===== config.mk =====
export PLATFORM = sky130hd
export DESIGN_NAME = mem_port_arbiter
export DESIGN_NICKNAME = d
export VERILOG_FILES = /design/src/rtl/mem_port_arbiter.sv
export SDC_FILE = /design/constraint.sdc
export NUM_CORES = 1
export LEC_CHECK = 0
export CAP_MARGIN = 5
export CELL_PAD_IN_SITES_DETAIL_PLACEMENT = 0
export CELL_PAD_IN_SITES_GLOBAL_PLACEMENT = 2
export CORE_MARGIN = 4
export CORE_UTILIZATION = 24
export CTS_BUF_LIST = sky130_fd_sc_hd__clkbuf_8
export DETAILED_ROUTE_END_ITERATION = 8
export PLACE_DENSITY = 0.87
export SLEW_MARGIN = 30
export SYNTH_ARGS = -nofsm -noshare
export SYNTH_HDL_FRONTEND = slang
export SYNTH_SLANG_ARGS = --single-unit
export TNS_END_PERCENT = 10

===== constraint.sdc =====
create_clock -name clock -period 2.1 [get_ports clock]
set_input_delay 0.315 -clock clock [delete_from_list [all_inputs] [get_ports clock]]
set_output_delay 0.315 -clock clock [all_outputs]
set_load 0.02 [all_outputs]

===== src/rtl/mem_port_arbiter.sv =====
// rtl/mem_port_arbiter.sv - two-requester arbiter onto one variable-latency memory port
//
// Shares a single-port memory between instruction fetch (IF) and data access
// (DM). One transaction is in flight at a time. DM has priority, limited by a
// streak counter so IF cannot starve. A stuck memory is aborted after TIMEOUT
// busy cycles.
//
// Ports:
//   clock, reset        rising-edge clock, synchronous active-high reset
//   if_req/if_addr      fetch request (held until if_done) and address
//   if_rdata/if_done    fetched word, one-cycle completion pulse
//   if_stall            if_req & ~if_done, to hazard logic
//   dm_req/dm_we        data request (held until dm_done), write enable
//   dm_addr/dm_wdata    data address and write data
//   dm_rdata/dm_done    read data, one-cycle completion pulse
//   dm_stall            dm_req & ~dm_done, to hazard logic
//   mem_req/mem_we      memory request (held until mem_ready), write enable
//   mem_addr/mem_wdata  registered grant-time address and write data
//   mem_rdata/mem_ready memory read data and completion
//   timeout_err         sticky flag, set when a transaction times out
module mem_port_arbiter #(
  parameter int ADDR_W        = 32,
  parameter int DATA_W        = 32,
  parameter int MAX_DM_STREAK = 4,
  parameter int TIMEOUT       = 255
) (
  input  logic              clock,
  input  logic              reset,
  input  logic              if_req,
  input  logic [ADDR_W-1:0] if_addr,
  output logic [DATA_W-1:0] if_rdata,
  output logic              if_done,
  output logic              if_stall,
  input  logic              dm_req,
  input  logic              dm_we,
  input  logic [ADDR_W-1:0] dm_addr,
  input  logic [DATA_W-1:0] dm_wdata,
  output logic [DATA_W-1:0] dm_rdata,
  output logic              dm_done,
  output logic              dm_stall,
  output logic              mem_req,
  output logic              mem_we,
  output logic [ADDR_W-1:0] mem_addr,
  output logic [DATA_W-1:0] mem_wdata,
  input  logic [DATA_W-1:0] mem_rdata,
  input  logic              mem_ready,
  output logic              timeout_err
);

  localparam logic [1:0] S_IDLE    = 2'd0;
  localparam logic [1:0] S_BUSY_IF = 2'd1;
  localparam logic [1:0] S_BUSY_DM = 2'd2;
  localparam logic [1:0] S_RESP    = 2'd3;

  localparam logic [3:0]        STREAK_MAX   = 4'(MAX_DM_STREAK);
  // Counter value on the last permitted busy cycle; TIMEOUT busy cycles total.
  localparam logic [7:0]        WAIT_LAST    = 8'(TIMEOUT - 1);
  localparam logic [DATA_W-1:0] ABORT_DATA   = DATA_W'(32'hDEADBEEF);

  logic [1:0] state;
  logic [3:0] dm_streak;
  logic [7:0] wait_cnt;
  logic       dm_wins;
  logic       finish;

  // DM wins unless IF is also waiting and DM has already used its streak.
  assign dm_wins = dm_req & (~if_req | (dm_streak < STREAK_MAX));
  // A transaction ends on mem_ready or when the wait budget is exhausted.
  assign finish  = mem_ready | (wait_cnt == WAIT_LAST);

  assign if_stall = if_req & ~if_done;
  assign dm_stall = dm_req & ~dm_done;

  always_ff @(posedge clock) begin
    if (reset) begin
      state       <= S_IDLE;
      dm_streak   <= '0;
      wait_cnt    <= '0;
      mem_req     <= 1'b0;
      mem_we      <= 1'b0;
      mem_addr    <= '0;
      mem_wdata   <= '0;
      if_rdata    <= '0;
      dm_rdata    <= '0;
      if_done     <= 1'b0;
      dm_done     <= 1'b0;
      timeout_err <= 1'b0;
    end else begin
      if_done <= 1'b0;
      dm_done <= 1'b0;
      case (state)
        S_IDLE: begin
          if (dm_wins) begin
            mem_req   <= 1'b1;
            mem_we    <= dm_we;
            mem_addr  <= dm_addr;
            mem_wdata <= dm_wdata;
            wait_cnt  <= '0;
            state     <= S_BUSY_DM;
            // Streak only counts DM grants that made a waiting IF wait longer.
            if (if_req && (dm_streak < STREAK_MAX)) begin
              dm_streak <= dm_streak + 4'd1;
            end
          end else if (if_req) begin
            mem_req   <= 1'b1;
            mem_we    <= 1'b0;
            mem_addr  <= if_addr;
            wait_cnt  <= '0;
            dm_streak <= '0;
            state     <= S_BUSY_IF;
          end
        end
        S_BUSY_IF, S_BUSY_DM: begin
          if (finish) begin
            mem_req <= 1'b0;
            mem_we  <= 1'b0;
            state   <= S_RESP;
            if (!mem_ready) begin
              timeout_err <= 1'b1;
            end
            if (state == S_BUSY_IF) begin
              if_done  <= 1'b1;
              if_rdata <= mem_ready ? mem_rdata : ABORT_DATA;
            end else begin
              dm_done <= 1'b1;
              if (!mem_ready) begin
                dm_rdata <= ABORT_DATA;
              end else if (!mem_we) begin
                dm_rdata <= mem_rdata;
              end
            end
          end else begin
            wait_cnt <= wait_cnt + 8'd1;
          end
        end
        // The owner still shows its request here, so no grant is made.
        S_RESP:  state <= S_IDLE;
        default: state <= S_IDLE;
      endcase
    end
  end

endmodule


## Word-level counts from Yosys, hierarchy flattened

Index checks and enable logic that the tools add are counted.

| cells by class | value |
|---|---|
| $add $sub $neg | 2 |
| magnitude comparators | 1 |
| eq/ne operators | 9 |
| multiplexer cells | 25 |
| bitwise gates (word level) | 12 |
| reduce and logical (&&, ||, !) cells | 15 |

Operators by type and width:

| cell | count |
|---|---|
| $mux W32 | 5 |
| $mux W8 | 3 |
| $pmux W8 S2 | 1 |
| $reduce_and A3 Y1 | 5 |
| $mux W4 | 3 |
| $add A8 B1 Y8 const B | 1 |
| $eq A8 B8 Y1 const B | 1 |
| $mux W1 | 7 |
| $not A1 Y1 | 7 |
| $mux W2 | 3 |
| $ne A2 B2 Y1 const B | 3 |
| $pmux W2 S3 | 1 |
| $reduce_and A2 Y1 | 3 |
| $add A4 B1 Y4 const B | 1 |
| $eq A2 B2 Y1 const B | 2 |
| $lt A4 B3 Y1 const B | 1 |
| $pmux W1 S2 | 2 |
| $reduce_and A4 Y1 | 1 |
| $reduce_bool A2 Y1 | 2 |
| $and A1 B1 Y1 | 3 |
| $ne A3 B3 Y1 const B | 1 |
| $reduce_or A3 Y1 | 1 |
| $eq A2 B1 Y1 const B | 1 |
| $logic_not A2 Y1 | 1 |
| other kinds (4) | 5 |

| word-level totals | value |
|---|---|
| flip-flop bits (word level) | 147 |
| bits of input ports | 134 |
| output and inout bits | 135 |
| logic and storage cells | 76 |

## Depth between registers and ports, before layout

Gate-level depths: netlist of run 1.

| logic depth | value |
|---|---|
| word-level depth | 5 |
| gate-level depth with buffers | 8 |
| gate-level depth less buffers | 6 |

## Least setup slack after synthesis of run 1

OpenSTA, ideal clock, no wires.

| timing path | value |
|---|---|
| path kind | register -> register |
| start | reg state[0] |
| end | reg wait_cnt[5] |
| setup time | 61 ps |
| data arrival time | 1721 ps |
| data required time | 2039 ps |
| slack | 318 ps |
| stages on the path, launching flop included | 8 |
| path buffers | 1 |
| clock period less this slack | 1782 ps |
| cells stage by stage | dfxtp_1 -> inv_1 -> ha_1 -> buf_4 -> nor3b_1 -> o211ai_1 -> or4_1 -> nand2_1 |

| between the ends | value |
|---|---|
| word-level cells in the longest chain between the ends | 4 |
| elaborated cells between the ends (all ways) | 9 |
| classes of those cells | eq/ne (4); mux (1); reduce/logical (4) |

RTL lines:

| what | RTL line | RTL |
|---|---|---|
| start: declaration | 60 | `logic [1:0] state;` |
| start signal: assignment | 76 | `state <= S_IDLE;` |
| start signal: assignment | 99 | `state <= S_BUSY_DM;` |
| start signal: assignment | 110 | `state <= S_BUSY_IF;` |
| $eq A2 B1 Y1 / $eq A2 B2 Y1 (equally long branches) | 91 | `case (state)` |
| $reduce_or A2 Y1 | 91 |  |
| $ne A2 B2 Y1 (no source line) / $reduce_bool A2 Y1 (equally long branches) | n/a |  |
| $reduce_and A3 Y1 (no source line) | n/a |  |
| end signal: assignment | 133 | `wait_cnt <= wait_cnt + 8'd1;` |
| end: declaration | 62 | `logic [7:0] wait_cnt;` |

Parallel ways exist; a longest one is shown, timed or not.
A chain may end at the register's enable or synchronous reset.

## Worst setup path after layout of run 1

| timing path | value |
|---|---|
| start | reg state[0] |
| end | reg wait_cnt[4] |

The elaborated chain is that of the path after synthesis.

==> impl_metrics.toml, run 1 <==
[sta]
period_share_pct = 94.7
setup_viol = 0
maxSlewViolCount = 0
worst_pin_slew_ns = 0.649
layout_min_cycle_time_ns = 1.99
rsz0062_at_grt = "no"
clock_skew_ns = 0.0217
fmax_ghz = 0.503
holdWs_ns = 0.204
postLayoutSetupSlackWorst_ns = 0.110
finalHoldViolCount = 0
slew_headroom_pct = 56.6

[floorplan]
die_w_um = 162
ioPinCount = 269
core_sq_um = 23400
initial_core_util_pct = 24.4
die_area_sq_um = 26300
die_height_um = 162
rows = 56

[synth]
syn_nets = 761
synth_ff_type = "dfxtp_1"
syn_inst = 621
postSynthAreaPerCell_sq_um = 9.19
ys_seq_elements = 147
netlist_area_sq_um = 5700
ys_seq_area_share_pct = 51.6
ys_async_sr_fraction_pct = 0
ys_warn_count = 0
synth-edff-count = 0
ys_types = 42

[clock_tree]
clk_latency_ns = 0.45
clkTransAtPathRegs_ns = 0.09
clock_sinks = 147
cts_root_buf = "clkbuf_8"
tritoncts = "built"
numCtsBuffers = 17
htreeDepth = 4
cts_buffer_depth = 2

[final_layout]
fin_nets = 1030
fin_cells = 1223
final_cell_mix = "265 x clkdlybuf4s50_1, 147 x dfxtp_1, 79 x a21oi_1, 78 x nand2_1, 43 x o21ai_0"
final_common_cell = "clkdlybuf4s50_1"
area_growth_pct = 63.1
drive_gt1_share_pct = 11.0
fin_area_sq_um = 9310

[critical_path]
cp.required_ns = 2.44
critPathBufInv = 2
end_kind = "flip-flop"
crit_fanout = 7
cp_cell_sequence = "inv_1 -> ha_1 -> buf_4 -> and2b_1 -> a21boi_0 -> nand3_1 -> a32o_1"
critPathTopFamily = "compound AO/OA/AOI/OAI gates"
critPathLaunchType = "flip-flop"
crit_slowest_cell = "a21boi_0"
worstSetupPathType = "flip-flop to flip-flop"
slowest_delay_ns = 0.42
worstPathArrival_ns = 2.33

[routing]
vias = 5506
via_per_inst = 4.50
first_pass_iters = 8
drcViolationCount = 0
drtAntennaViolNets = 0
wire_per_inst_um = 15.6
drtIter0Drc = 236
totalWireLength_um = 19100

[global_routing]
grt_pass1_wl_um = 29300
grt_start_max_net_pins = 67
grt.overflow.total = 0
antenna_found_initial = 2
grt_usage_pct = 14.0
grt_pass1_vias = 5377

[placement]
dp_slack_ns = 0.00626
dp_cells = 1190
place_area_sq_um = 8890
dp_hpwl_um = 13500
io_buffers = 268
place_congestion = 0.740

[power_and_ir_drop]
p_leak_uw = 0.00347
p_per_area_nw_per_um2 = 1140
seqPwrFrac_pct = 35.2
p_int_uw = 6530
power.switching_uw = 4080
p_clk_share_pct = 21.4
pwr-share-comb_pct = 43.4
p_sw_share_pct = 38.5
p_total_uw = 10600
max-vdd-ir-drop_uv = 434

[run_status]
status = "finished, final reports clean"

[flow_run]
max_cap_viol_count = 0

[min_path]
hold_path.class = "input pin to flip-flop"
[path summary, 6_finish.rpt]
kind	start	end	slack, ns	cells after the start
setup / recovery	state[0]$_SDFFE_PP0P_	wait_cnt[4]$_SDFFE_PP0P_	0.11	7
hold / removal	reset	state[1]$_SDFFE_PP0P_	0.20	2
setup reg to reg	state[0]$_SDFFE_PP0P_	wait_cnt[4]$_SDFFE_PP0P_	0.11	7
hold reg to reg	dm_rdata[3]$_SDFFE_PP0P_	dm_rdata[3]$_SDFFE_PP0P_	0.45	2
[power by group through the flow]
stage	Combinational, uW	Sequential (uW)	Clock, uW
3_3_place_gp	4640	3780	0
3_5_place_dp	4630	3790	0
4_1_cts	4650	3740	2390
5_1_grt	4990	3820	2500
2_1_floorplan	1690	4500	0
6_report	4610	3730	2270
[worst register-to-register path, cell delays in order, from the launching register on]
cell and delay, ns:
dfxtp_1 0.34, inv_1 0.07, ha_1 0.30, buf_4 0.14, and2b_1 0.20, a21boi_0 0.42, nand3_1 0.15, a32o_1 0.28
[kinds of logic after synthesis]
| kind of cell | synth area share (%) |
|---|---|
| AOI/OAI and AO/OA | 23.2 |
| adders and majority gates | 1.32 |
| buffers and inverters | 5.83 |
| DFF | 51.6 |
| muxes | 5.79 |
| and+or+nand+nor | 12.3 |
[registers in the layout (all words and copies together) (netlist names)]
| signal | cells |
|---|---|
| dm_rdata | 32 |
| dm_streak | 4 |
| if_rdata | 32 |
| mem_addr | 32 |
| wait_cnt | 8 |
| timeout_err | 1 |
| if_done | 1 |
| mem_req | 1 |
| state | 2 |
| mem_wdata | 32 |
| dm_done | 1 |
| mem_we | 1 |
[layer usage]
layer,vias up,part of all wire [%],global-route usage [%]
met3,16,9.6,6.19
met4,2,1.2,3.61
li1,2758,-,-
met1,2527,45,17.7
met5,-,0.037,0
met2,203,45,22.1
[final cells by class]
| type | count | area, sq um |
|---|---|---|
| clock inverters | 15 | 170 |
| repair buffers | 299 | 3000 |
| inverters | 29 | 109 |
| flip-flops and latches | 147 | 2940 |
| clock buffers | 17 | 234 |
| multi-input cells | 396 | 2450 |
| fillers | 2406 | 14100 |
| diodes | 1 | 2.50 |
| well taps | 319 | 399 |
[per-stage QoR]
stage	setup TNS (ns)	util [%]
after detailed placement	0	38.0
final	0	39.8
after global placement	-1.44	37.9
after floorplan	0	-
after global routing	0	39.8
after CTS	0	39.7
[what timing repair did]
item	in CTS	in global routing
gates resized for setup	0	3
endpoints found under the setup margin	0	4
hold buffers	0	0
buffers inserted	0	0
[cell usage after synthesis, drive strengths merged, types with 2 or more instances]
cell | instances | share of area [%]
dfxtp | 147 | 52
a21oi | 79 | 6.9
nand2 | 78 | 5.1
o21ai | 44 | 3.9
clkbuf | 35 | 2.5
mux2i | 33 | 5.8
nor2 | 32 | 2.1
inv | 29 | 1.9
a211oi | 26 | 3.4
o221a | 24 | 4.7
buf | 14 | 1.4
nand3 | 13 | 1.1
a32o | 9 | 1.6
ha | 6 | 1.3
nand4 | 6 | 0.77
and3 | 5 | 0.55
o311ai | 5 | 0.77
nor2b | 4 | 0.44
a31oi | 3 | 0.33
and2 | 3 | 0.33
nor3b | 3 | 0.39
o31ai | 3 | 0.39
and2b | 2 | 0.29
nor3 | 2 | 0.18
o211ai | 2 | 0.26
o21a | 2 | 0.26
o22ai | 2 | 0.22
or4 | 2 | 0.26
Power figures use the tool's default switching activity.
==> run 2: changes to the inputs <==
- HOLD_SLACK_MARGIN: not set -> 0.03
- TNS_END_PERCENT: 10 -> 1
==> results of run 2 <==
The final DEF is identical to that of run 1; final timing and power are the same.
